**src/rtl/dmem_arb_pkg.sv**
```systemverilog
// Shared types and helpers for the data-memory arbiter.
//   state_t   : sequencer states
//   req_id_t  : requester index (0 = core load/store, 1 = debug/DMA loader)
//   WAIT_W    : width of the access wait counter
//   addr_err  : flags misaligned or out-of-range byte addresses
package dmem_arb_pkg;

    typedef enum logic [1:0] {
        IDLE   = 2'd0,
        ACCESS = 2'd1,
        DONE   = 2'd2
    } state_t;

    typedef logic req_id_t;

    localparam int WAIT_W = 4;

    // A byte address is illegal when it is not word aligned or its word index
    // falls outside the memory.
    function automatic logic addr_err(input logic [31:0] addr, input int unsigned depth);
        return (addr[1:0] != 2'b00) || ({2'b00, addr[31:2]} >= depth);
    endfunction

endpackage

```
**src/rtl/dmem_arbiter_rr_arb2.sv**
```systemverilog
// Two-way round-robin grant logic, purely combinational.
//   valid : request present per requester
//   last  : requester granted at the previous acceptance
//   grant : one-hot or zero
// The pointer itself lives in the sequencer, which updates it on acceptance.
import dmem_arb_pkg::*;

module rr_arb2 (
    input  logic [1:0] valid,
    input  req_id_t    last,
    output logic [1:0] grant
);

    // On contention the requester that did not win last time goes first;
    // a lone requester simply wins.
    always_comb begin
        grant = valid;
        if (valid == 2'b11) begin
            grant = last ? 2'b01 : 2'b10;
        end
    end

endmodule

```
**src/rtl/dmem_arbiter.sv**
```systemverilog
// Sequencer and two-requester arbiter in front of the single-port data memory.
// Accepts one request at a time via valid/ready, drives the memory for
// 1+WAIT_CYCLES cycles, then returns a one-cycle response pulse.
//   clk, reset          : clock, synchronous active-high reset
//   req_valid/we        : per-requester request and direction (1 = write)
//   req_addr0/1         : byte addresses
//   req_wd0/1           : write data
//   req_ready           : acceptance strobe (one-hot or zero)
//   rsp_valid           : response pulse to the owning requester
//   rsp_rdata, rsp_err  : read data (0 for writes/errors) and error flag
//   mem_we/addr/wd      : memory write enable, word index, write data
//   mem_rd              : combinational memory read data
//
// state  | meaning
// IDLE   | no transaction in flight, accepting requests
// ACCESS | memory driven; waits WAIT_CYCLES extra cycles, last cycle commits
// DONE   | response pulse; may accept the next request in the same cycle
import dmem_arb_pkg::*;

module dmem_arbiter #(
    parameter int unsigned DEPTH       = 100,
    parameter int unsigned WAIT_CYCLES = 0
) (
    input  logic        clk,
    input  logic        reset,
    input  logic [1:0]  req_valid,
    input  logic [1:0]  req_we,
    input  logic [31:0] req_addr0,
    input  logic [31:0] req_addr1,
    input  logic [31:0] req_wd0,
    input  logic [31:0] req_wd1,
    output logic [1:0]  req_ready,
    output logic [1:0]  rsp_valid,
    output logic [31:0] rsp_rdata,
    output logic        rsp_err,
    output logic        mem_we,
    output logic [31:0] mem_addr,
    output logic [31:0] mem_wd,
    input  logic [31:0] mem_rd
);

    state_t             state_q, state_d;
    logic [WAIT_W-1:0]  wait_q, wait_d;
    req_id_t            last_q, last_d;
    req_id_t            id_q, id_d;
    logic               we_q, we_d;
    logic               err_q, err_d;
    logic [31:0]        addr_q, addr_d;
    logic [31:0]        wd_q, wd_d;
    logic [31:0]        rdata_q, rdata_d;

    logic [1:0]         grant;
    req_id_t            win;
    logic               win_we;
    logic [31:0]        win_addr;
    logic [31:0]        win_wd;
    logic               accept;
    logic               final_access;

    rr_arb2 u_arb (
        .valid (req_valid),
        .last  (last_q),
        .grant (grant)
    );

    assign win      = grant[1];
    assign win_we   = win ? req_we[1] : req_we[0];
    assign win_addr = win ? req_addr1 : req_addr0;
    assign win_wd   = win ? req_wd1 : req_wd0;

    // DONE accepts exactly like IDLE so back-to-back traffic loses no cycle.
    assign accept       = ((state_q == IDLE) || (state_q == DONE)) && (grant != 2'b00) && !reset;
    assign final_access = (state_q == ACCESS) && (wait_q == '0);

    // State register
    always_ff @(posedge clk) begin
        if (reset) begin
            state_q <= IDLE;
        end else begin
            state_q <= state_d;
        end
    end

    // Next-state logic
    always_comb begin
        state_d = state_q;
        case (state_q)
            IDLE:    if (accept) state_d = ACCESS;
            ACCESS:  if (wait_q == '0) state_d = DONE;
            DONE:    state_d = accept ? ACCESS : IDLE;
            default: state_d = IDLE;
        endcase
    end

    // Outputs; everything is forced quiet while reset is high so a reset that
    // lands on the final access cycle suppresses the write.
    always_comb begin
        req_ready = 2'b00;
        rsp_valid = 2'b00;
        rsp_rdata = '0;
        rsp_err   = 1'b0;
        mem_we    = 1'b0;
        if (!reset) begin
            if (accept) begin
                req_ready = grant;
            end
            if (state_q == DONE) begin
                rsp_valid[id_q] = 1'b1;
                rsp_rdata       = rdata_q;
                rsp_err         = err_q;
            end
            if (final_access) begin
                mem_we = we_q & ~err_q;
            end
        end
    end

    // The latched payload only changes on acceptance, so driving the memory
    // straight from it gives the "hold last value" behaviour outside ACCESS.
    assign mem_addr = {2'b00, addr_q[31:2]};
    assign mem_wd   = wd_q;

    // Transaction datapath
    always_comb begin
        wait_d  = wait_q;
        last_d  = last_q;
        id_d    = id_q;
        we_d    = we_q;
        err_d   = err_q;
        addr_d  = addr_q;
        wd_d    = wd_q;
        rdata_d = rdata_q;
        if (accept) begin
            id_d   = win;
            last_d = win;
            we_d   = win_we;
            addr_d = win_addr;
            wd_d   = win_wd;
            err_d  = addr_err(win_addr, DEPTH);
            wait_d = WAIT_W'(WAIT_CYCLES);
        end else if ((state_q == ACCESS) && (wait_q != '0)) begin
            wait_d = wait_q - WAIT_W'(1);
        end
        if (final_access) begin
            rdata_d = (we_q || err_q) ? '0 : mem_rd;
        end
    end

    always_ff @(posedge clk) begin
        if (reset) begin
            wait_q  <= '0;
            last_q  <= 1'b1;
            id_q    <= 1'b0;
            we_q    <= 1'b0;
            err_q   <= 1'b0;
            addr_q  <= '0;
            wd_q    <= '0;
            rdata_q <= '0;
        end else begin
            wait_q  <= wait_d;
            last_q  <= last_d;
            id_q    <= id_d;
            we_q    <= we_d;
            err_q   <= err_d;
            addr_q  <= addr_d;
            wd_q    <= wd_d;
            rdata_q <= rdata_d;
        end
    end

endmodule
```
**config.mk**
```make
export PLATFORM = sky130hd
export DESIGN_NAME = dmem_arbiter
export DESIGN_NICKNAME = d
export VERILOG_FILES = /design/src/rtl/dmem_arb_pkg.sv /design/src/rtl/dmem_arbiter_rr_arb2.sv /design/src/rtl/dmem_arbiter.sv
export SDC_FILE = /design/constraint.sdc
export NUM_CORES = 1
export LEC_CHECK = 0
export BUFFER_PORTS_ARGS = -buffer_cell sky130_fd_sc_hd__clkbuf_2
export CORE_AREA = 2 2 126 159
export CTS_CLUSTER_DIAMETER = 30
export DETAILED_ROUTE_END_ITERATION = 10
export DIE_AREA = 0 0 128 161
export GPL_TIMING_DRIVEN = 0
export SETUP_SLACK_MARGIN = 0.5
export SYNTH_ARGS = -nofsm -noshare
export SYNTH_HDL_FRONTEND = slang
export SYNTH_HIERARCHICAL = 1
export SYNTH_SLANG_ARGS = --single-unit
```
**constraint.sdc**
```tcl
create_clock -name clk -period 3.4 [get_ports clk]
set_input_delay 0.34 -clock clk [delete_from_list [all_inputs] [get_ports clk]]
set_output_delay 0.34 -clock clk [all_outputs]
set_load 0.005 [all_outputs]
```
* After elaboration in Yosys (flattened, before gate mapping)
Cells that the tools add are included.
** Storage, ports and cells
- Register bits after elaboration :: 106
- Bits of input ports :: 166
- Output and inout bits :: 102
- Logic and storage cells :: 58
** Cells by class
- $add $sub $neg :: 1
- Magnitude comparators :: 3
- Equal/unequal tests :: 5
- Muxes and demuxes :: 22
- Bitwise operators :: 2
- Reductions and logical operators :: 16
** Operators with widths (count)
- 32-bit two-way mux :: 5
- 30-bit by 7-bit >= comparator with 1-bit output, second input constant :: 1
- 2-bit two-way mux :: 8
- 1-bit two-way mux :: 7
- 2-bit one-hot mux with 3 select lines :: 1
- 1-bit logical AND :: 5
- 2-bit equality test, second input constant :: 2
- 4-bit zero test :: 1
- 2-bit nonzero test :: 2
- 4-bit nonzero test :: 1
- 4-bit by 1-bit subtractor with 4-bit output, second input constant :: 1
- 1-bit logical OR :: 3
- 2-bit by 1-bit equality test with 1-bit output, second input constant :: 1
- 2-bit zero test :: 1
- 1-bit by 2-bit < comparator with 1-bit output, second input constant :: 1
- 2-bit by 1-bit != test with 1-bit output, second input constant :: 1
- 2-bit != test, second input constant :: 1
- 2-bit AND reduction :: 1
- 2-bit OR reduction :: 1
- 1-bit bitwise AND :: 1
- 1-bit demux with 1-bit select :: 1
- 1-bit >= comparator, second input constant :: 1
- 1-bit zero test :: 1
- 1-bit inverter :: 1

* Longest topological paths before layout
Gate-level depths: netlist of run 1.
- Depth after elaboration :: 7
- Depth in mapped cells :: 9
- Depth with buffers taken out :: 6

* Modules after synthesis
Netlist of run 1, hierarchy kept.
** Modules (own cells, without submodules)
- dmem_arbiter :: times used 1, cells each 480, area each 4663.2 um^2, seq. area each 2082.0 um^2
- rr_arb2 :: times used 1, cells each 3, area each 18.8 um^2, seq. area each 0.0 um^2

* Worst setup path before layout of run 1
OpenSTA, ideal clock, no wires.
- Kind :: register to output
- From :: register wait_q[0]
- To :: output port mem_we
- Arrival time :: 1.939 ns
- Data required time :: 3.060 ns
- Setup slack :: 1.121 ns
- Stages on the path, launching flop included :: 9
- Path buffers :: 3
- Cell sequence :: dfxtp_1 > inv_1 > ha_1 > or3b_1 > buf_2 > or3_1 > buf_2 > clkbuf_1 > nor4b_1
** On the way
- Longest elaborated chain between the ends :: 4
** Ends and longest elaborated chain
- start, declared :: RTL line dmem_arbiter.sv:43 : logic [WAIT_W-1:0] wait_q, wait_d;
- start signal, assigned :: RTL line dmem_arbiter.sv:160 : wait_q <= wait_d;
- 4-bit zero test :: RTL line dmem_arbiter.sv:73 : assign final_access = (state_q == ACCESS) && (wait_q == '0);
- 1-bit logical AND :: RTL line dmem_arbiter.sv:73
- 1-bit two-way mux :: RTL line dmem_arbiter.sv:112 : if (final_access) begin
- 1-bit two-way mux :: RTL line dmem_arbiter.sv:103 : if (!reset) begin
- end, declared :: RTL line dmem_arbiter.sv:36 : output logic mem_we,
No other way between the ends.

* Worst setup path after layout of run 1
Same ends and word-level chain as after synthesis.

==> out/qor.log, run 1 <==
INFO  global_routing globalRoute.totalOverflow=0
INFO  global_routing grt_start_max_net_pins=17
INFO  synth          synth_area_leaders=sky130_fd_sc_hd__dfxtp_1, sky130_fd_sc_hd__mux2i_1, sky130_fd_sc_hd__a211oi_1
INFO  setup_path     crit_path_end_kind=output pin
INFO  synth          synthesis.area=0.00468sqmm
INFO  detailed_routing via_per_inst=4.74
INFO  setup_path     worst_r2r_endpoint=addr_q[18]
INFO  global_routing first_pass_grt_wire_length=25,400um
INFO  job            cap_viol_max_count=0
INFO  cts            htree_num_levels=3
INFO  timing         timing.clock.skew=0.00629ns
INFO  synth          seq_area_frac_synth=0.445
INFO  cts            clock_tree_from_tritoncts=yes
INFO  synth          synth_cell_type_count=38
INFO  synth          total_of_flip_flops_plus_latches_after_synthesis=104
INFO  setup_path     timing.setup.critical_path_class=flip-flop to output pin
INFO  cts            maximum_buffer_depth_of_the_clock_tree=2
INFO  cts            numCtsBuffers=9
INFO  power_and_ir_drop share_seq_of_total_power=0.453
INFO  detailed_routing detail_route.first_pass.iterations=4
INFO  synth          syn-instance-count=483
INFO  synth          synth_top_cell_by_area=sky130_fd_sc_hd__dfxtp_1
INFO  cts            clk_pin_slew_worst_paths=0.07ns
INFO  floorplanning  initial_core_util=0.245
INFO  final_layout   n_fill_cell=2,047
INFO  detailed_routing detail_route.wirelength=16,500um
INFO  final_layout   layout.cells.non_filler=1,000
INFO  detailed_routing avgRoutedWirePerCell=16.5um
INFO  power_and_ir_drop p_clk_frac=0.338
INFO  timing         grt_setup_unrepaired=yes
INFO  power_and_ir_drop leakagePower=3.10nW
INFO  global_routing first_global_vias=4,724
INFO  timing         fmax=354MHz
INFO  floorplanning  die_x=128um
INFO  placement      placed_area=0.00630sqmm
INFO  final_layout   antennaDiodeCount=0
INFO  cts            clock_sink_count=104
INFO  detailed_routing detailedRoute.firstIterationViolations=155
INFO  final_layout   final_common_cell=sky130_fd_sc_hd__clkbuf_2
INFO  synth          post-synth-top-area-fraction=0.445
INFO  synth          synth-edff-count=0
INFO  timing         layout_min_cycle_time=2.82ns
INFO  worst_hold_path worst_hold_path_type=primary input to flip-flop
INFO  synth          synthArstFlopShare=0
INFO  timing         fin_tns_setup=0ns
INFO  cts            worst_skew_pair.late_latency=0.35ns
INFO  cts            clock_tree.root_cell=sky130_fd_sc_hd__clkbuf_16
INFO  final_layout   area_growth=41.1%
INFO  power_and_ir_drop p_int=2.20mW
INFO  timing         setup-violations-final=0
INFO  timing         slew-limit-headroom=0.417
INFO  power_and_ir_drop power.combinational.fraction=0.208
INFO  final_layout   final_net_count=926
INFO  worst_hold_path worst_hold_path.num_cells=2
INFO  outcome        status=finished, final reports clean
INFO  placement      port-buffer-count=264
INFO  power_and_ir_drop vdd_drop_max=0.215mV
INFO  setup_path     cp.required=3.06ns
INFO  timing         layout_worst_path_cycle_share=0.831
INFO  detailed_routing post-route-drc-count=0
INFO  final_layout   drive_above_1_share=0.425
INFO  synth          primary_ff_master_synth=sky130_fd_sc_hd__dfxtp_1
INFO  timing         finalHoldViolations=0
INFO  power_and_ir_drop power.net_switching=0.890mW
INFO  timing         finalMaxSlewViolations=0
INFO  floorplanning  ios=268
INFO  setup_path     timing.critical_path.fanout_max=10
INFO  setup_path     critical_path.startpoint_type=flip-flop
INFO  cts            postCtsSetupRepairBufs=0
INFO  detailed_routing final_antenna_net_count=0
INFO  placement      dp_cells=984
INFO  worst_hold_path hp-start=mem_rd[18]
INFO  setup_path     arrival=2.48ns
INFO  setup_path     r2r_cells=7
INFO  placement      place_congestion=0.959
INFO  floorplanning  core=0.0191sqmm
INFO  floorplanning  chipHeight=161um
INFO  floorplanning  rows=57
INFO  final_layout   final_cell_mix=sky130_fd_sc_hd__clkbuf_2, sky130_fd_sc_hd__dfxtp_1, sky130_fd_sc_hd__nor2_1, sky130_fd_sc_hd__a211oi_1, sky130_fd_sc_hd__mux2i_1
INFO  synth          synth.avg_cell_area=9.69squm
INFO  global_routing number_of_antenna_violations_at_the_first_check_in_global_routing=0
INFO  power_and_ir_drop power.share.switching=0.288
INFO  worst_hold_path whs_endpoint=rdata_q[18]
INFO  timing         tightest_slew=0.875ns
INFO  synth          yosys_warnings=6
INFO  final_layout   final_area=0.00661sqmm
INFO  setup_path     r2r_start=last_q
INFO  floorplanning  die_area=0.0206sqmm
INFO  setup_path     ff2ff_setup_slack=0.99ns
INFO  placement      hpwlAfterDp=13,200um
INFO  detailed_routing routed_vias=4,743
INFO  power_and_ir_drop power_density_over_cell_area=468mW/mm^2
INFO  global_routing total_routing_usage_gr=0.159
==> per-stage QoR <==
stage | hold WS [ns] | setup slack, ns | utilization | power (mW)
after floorplan | 0.445 | 1.12 | - | 1.75
after global placement | 0.461 | 0.408 | 0.330 | 2.07
after detailed placement | 0.464 | 0.408 | 0.330 | 2.08
after CTS | 0.182 | 0.513 | 0.345 | 3.14
after global routing | 0.186 | 0.438 | 0.346 | 3.27
final | 0.200 | 0.576 | 0.346 | 3.09
==> critical path: stages, from the launching register on <==
cell and delay, ns:
sky130_fd_sc_hd__dfxtp_1 0.31, sky130_fd_sc_hd__inv_1 0.08, sky130_fd_sc_hd__ha_1 0.16, sky130_fd_sc_hd__or3b_1 0.33, sky130_fd_sc_hd__buf_2 0.16, sky130_fd_sc_hd__or3_1 0.29
sky130_fd_sc_hd__buf_2 0.19, sky130_fd_sc_hd__buf_2 0.21, sky130_fd_sc_hd__nor4b_2 0.23, sky130_fd_sc_hd__clkbuf_2 0.17
==> Yosys cell counts, drive strengths merged (4+ instances only) <==
cell type  instances
dfxtp            104
nor2              75
a211oi            62
mux2i             61
nor3b             34
a32o              32
clkbuf            30
buf               19
nand2             11
nor4              10
a21oi              6
inv                5
nand3              4
nor3               4
nor4b              4
==> metal layers <==
metal  routed length, um  track usage  up-vias  part of all wire
li1                    -            -     2358                 -
met1                6950        0.193     2170              0.42
met2                8010        0.272      194              0.49
met3                1180       0.0397       21             0.072
met4                 365       0.0569        0             0.022
met5                   0            0        -                 0
==> power by group through the flow <==
stage | clock network, mW | registers (mW) | logic [mW]
after floorplan | 0 | 1.43 | 0.326
after global placement | 0 | 1.43 | 0.648
after detailed placement | 0 | 1.43 | 0.652
after CTS | 1.09 | 1.40 | 0.655
after global routing | 1.13 | 1.42 | 0.716
final | 1.05 | 1.40 | 0.644
==> flip-flops by register name, summed over array words and instances, names as in the netlist <==
signal and flops:
id_q 1, addr_q 30, rdata_q 32, mem_wd 32, last_q 1, wait_q 4, err_q 1, state_q 2
we_q 1
==> worst max-delay path by stage <==
stage,startpoint,end,depth (start not counted),slack [ns]
after floorplan,wait_q[0],mem_we,8,1.12
after global placement,req_valid[1],req_ready[1],8,0.41
after detailed placement,req_valid[1],req_ready[1],8,0.41
after CTS,wait_q[0],mem_we,9,0.51
after global routing,wait_q[0],mem_we,9,0.44
final,wait_q[0],mem_we,9,0.58
==> final cells by class <==
class	instances	area, sq um	area share
buffer	49	229	0.0347
timing repair buffer	264	1320	0.200
clock inverter	4	53.8	0.00814
inverter	6	22.5	0.00341
sequential	104	2080	0.315
clock buffer	12	236	0.0358
tap	236	295	0.0447
multi-input combinational	325	2370	0.358
==> cells by family (layout without fill, tap and decap cells) <==
group           count (synthesis)  after routing  synth area share
flops                         104            104             0.445
xor+xnor                        3              3           0.00561
other cells                     1              2          0.000801
buf+inv                        55            335            0.0521
fa+ha+maj                       1              1           0.00267
simple gates                  147            147             0.163
mux                            61             61             0.130
compound gates                111            111             0.200
==> repair_timing <==
item                                    in CTS  in global routing
hold buffers                                 0                  0
gates cloned                                 0                  0
gates resized for setup                      4                  4
endpoints found under the setup margin       2                 31
Power figures use the tool's default switching activity.
==> run 2, diff against run 1 <==
==> constraint.sdc (replaced) <==
create_clock -name clk -period 2.71 [get_ports clk]
set_input_delay 0.271 -clock clk [delete_from_list [all_inputs] [get_ports clk]]
set_output_delay 0.271 -clock clk [all_outputs]
set_load 0.005 [all_outputs]
==> run 2 against run 1 <==
Against the previous run:
- worst setup slack got worse by 0.42 ns
- die area unchanged
- sequential share of layout area is 1.1 points lower
- worst hold slack worse by 0.072 ns
- register-to-register slack lost 0.63 ns
- sequential power increased by 26%
- flip-flop and latch count unchanged
- largest cell class unchanged
- highest routed layer unchanged
==> out/qor.log, run 2 (synthesized netlist as in run 1, its figures left out) <==
INFO  detailed_routing final_antenna_net_count=0 [unchanged]
INFO  cts            htree_num_levels=3 [unchanged]
INFO  global_routing grt_start_max_net_pins=17 [unchanged]
INFO  floorplanning  chipHeight=161um [unchanged]
INFO  global_routing number_of_antenna_violations_at_the_first_check_in_global_routing=0 [unchanged]
INFO  timing         layout_setup_ws=0.159ns [was 0.576 ns]
INFO  detailed_routing detail_route.first_pass.iterations=4 [unchanged]
INFO  worst_hold_path worst_hold_path_type=primary input to flip-flop [unchanged]
INFO  timing         layout_worst_path_cycle_share=0.941
INFO  detailed_routing routed_vias=4,821 [was 4,743]
INFO  cts            maximum_buffer_depth_of_the_clock_tree=2 [unchanged]
INFO  setup_path     cp.required=2.44ns [was 3.06 ns]
INFO  floorplanning  core=0.0191sqmm [unchanged]
INFO  setup_path     timing.critical_path.fanout_max=3 [was 10]
INFO  final_layout   area_growth=46.2% [was 41.1%]
INFO  placement      detailedPlace.worstSlack=-0.144ns [was 0.408 ns]
INFO  final_layout   final_cell_mix=sky130_fd_sc_hd__clkbuf_2, sky130_fd_sc_hd__dfxtp_1, sky130_fd_sc_hd__nor2_1, sky130_fd_sc_hd__a211oi_1, sky130_fd_sc_hd__mux2i_1 [unchanged]
INFO  power_and_ir_drop p_clk_frac=0.335 [was 0.338]
INFO  setup_path     crit_path_end_kind=output pin [unchanged]
INFO  detailed_routing detailedRoute.firstIterationViolations=158 [was 155]
INFO  floorplanning  die_area=0.0206sqmm [unchanged]
INFO  detailed_routing via_per_inst=4.76 [was 4.74]
INFO  timing         finalHoldViolations=0 [unchanged]
INFO  job            cap_viol_max_count=0 [unchanged]
INFO  power_and_ir_drop power.combinational.fraction=0.217 [was 0.208]
INFO  power_and_ir_drop vdd_drop_max=0.272mV [was 0.215 mV]
INFO  power_and_ir_drop power.total=3.92mW [was 3.09 mW]
INFO  placement      place_congestion=0.959 [unchanged]
INFO  timing         setup-violations-final=0 [unchanged]
INFO  final_layout   final_net_count=939 [was 926]
INFO  floorplanning  rows=57 [unchanged]
INFO  setup_path     critical_path.startpoint_type=flip-flop [unchanged]
INFO  placement      port-buffer-count=264 [unchanged]
INFO  timing         slew-limit-headroom=0.490 [was 0.417]
INFO  final_layout   antennaDiodeCount=0 [unchanged]
INFO  cts            clock_tree_from_tritoncts=yes [unchanged]
INFO  cts            numCtsBuffers=9 [unchanged]
INFO  global_routing globalRoute.totalOverflow=0 [unchanged]
INFO  global_routing total_routing_usage_gr=0.162 [was 0.159]
INFO  power_and_ir_drop leakagePower=3.25nW [was 3.10 nW]
INFO  setup_path     timing.setup.critical_path_class=flip-flop to output pin [unchanged]
INFO  cts            worst_skew_pair.late_latency=0.35ns [about the same]
INFO  power_and_ir_drop power.net_switching=1.13mW [was 0.890 mW]
INFO  cts            number_of_hold_buffers_added_after_cts=0 [unchanged]
INFO  power_and_ir_drop power_density_over_cell_area=573mW/mm^2 [was 468 mW/mm^2]
INFO  final_layout   final_common_cell=sky130_fd_sc_hd__clkbuf_2 [unchanged]
INFO  floorplanning  die_x=128um [unchanged]
INFO  floorplanning  initial_core_util=0.245 [unchanged]
INFO  timing         grt_setup_unrepaired=yes [unchanged]
INFO  floorplanning  ios=268 [unchanged]
INFO  detailed_routing avgRoutedWirePerCell=16.6um [was 16.5 um]
INFO  outcome        status=finished, final reports clean [unchanged]
INFO  power_and_ir_drop power.share.switching=0.288 [about the same]
INFO  global_routing first_global_vias=4,798 [was 4,724]
INFO  timing         timing.clock.skew=0.00756ns [was 0.00629 ns]
INFO  final_layout   drive_above_1_share=0.466 [was 0.425]
INFO  detailed_routing detail_route.wirelength=16,900um [was 16,500 um]
INFO  power_and_ir_drop p_int=2.79mW [was 2.20 mW]
INFO  timing         layout_min_cycle_time=2.55ns
INFO  cts            clk_pin_slew_worst_paths=0.07ns [about the same]
INFO  detailed_routing post-route-drc-count=0 [unchanged]
INFO  setup_path     arrival=2.28ns [was 2.48 ns]
INFO  timing         finalMaxSlewViolations=0 [unchanged]
INFO  power_and_ir_drop share_seq_of_total_power=0.449 [was 0.453]
INFO  timing         tightest_slew=0.764ns [was 0.875 ns]
INFO  final_layout   layout.core_utilization=0.358 [was 0.346]
INFO  cts            clock_tree.root_cell=sky130_fd_sc_hd__clkbuf_16 [unchanged]
INFO  cts            clock_sink_count=104 [unchanged]
INFO  placement      hpwlAfterDp=13,200um [unchanged]
INFO  global_routing first_pass_grt_wire_length=25,900um [was 25,400 um]
INFO  timing         fmax=392MHz
[run 2: changes by cell type in the layout (fill, tap and decap cells not counted), sizes merged]
cell | previous run | this run
bufbuf | 0 | 1
buf | 19 | 30
clkdlybuf4s15 | 0 | 1
[run 2: routing by layer]
metal,share of wire,global-route usage,vias to the layer above
met5,0,0,-
met4,0.023,0.0584,0
met3,0.064,0.0397,24
met2,0.49,0.278,175
met1,0.42,0.196,2230
li1,-,-,2392
[run 2: what timing repair did]
action                                  4_1_cts  5_1_grt
resized for setup                            35       23
endpoints found under the setup margin      106      104
pin swaps                                     1        2
buffers inserted                              7        3
gates cloned                                  3        0
[run 2: power groups by stage]
stage               sequential [mW]  clock (mW)  combinational (mW)
floorplan                      1.79           0               0.409
global placement               1.79           0               0.813
detailed placement             1.79           0               0.819
CTS                            1.76        1.36               0.855
global route                   1.78        1.42               0.940
finish                         1.76        1.31               0.850
[run 2: area by class of cell]
class / count / area [sq um]
Tap cell: 236 / 295
Timing Repair Buffer: 277 / 1460
Clock buffer: 12 / 236
Clock inverter: 4 / 53.8
Multi-Input combinational cell: 325 / 2400
Fill cell: 2038 / 12300
Sequential cell: 104 / 2080
Inverter: 6 / 22.5
Buffer: 49 / 295
[run 2: stage by stage]
stage	hold slack [ns]	cell area, sq um	cells	TNS, ns
2_1_floorplan	0.397	4690	484	0
3_3_place_gp	0.461	6300	984	-0.233
3_5_place_dp	0.464	6300	984	-0.247
4_1_cts	0.113	6800	1010	0
5_1_grt	0.117	6840	1013	0
6_report	0.128	6840	1013	0
[run 2: critical path, stage by stage (launching register included)]
cell and delay (ns):
sky130_fd_sc_hd__dfxtp_2 0.33, sky130_fd_sc_hd__inv_2 0.07, sky130_fd_sc_hd__ha_4 0.13, sky130_fd_sc_hd__or3b_1 0.35
sky130_fd_sc_hd__buf_6 0.13, sky130_fd_sc_hd__or3_4 0.32, sky130_fd_sc_hd__buf_6 0.13, sky130_fd_sc_hd__clkbuf_16 0.13
sky130_fd_sc_hd__nor4b_4 0.18, sky130_fd_sc_hd__buf_2 0.16
[run 2: path summary, 6_finish.rpt]
| check | from | to | slack, ns | cells after the start |
|---|---|---|---|---|
| min reg2reg | id_q | id_q | 0.47 | 2 |
| max reg2reg | wait_q[1] | rdata_q[23] | 0.36 | 11 |
| min | mem_rd[18] | rdata_q[18] | 0.13 | 2 |
| max | wait_q[1] | mem_we | 0.16 | 9 |
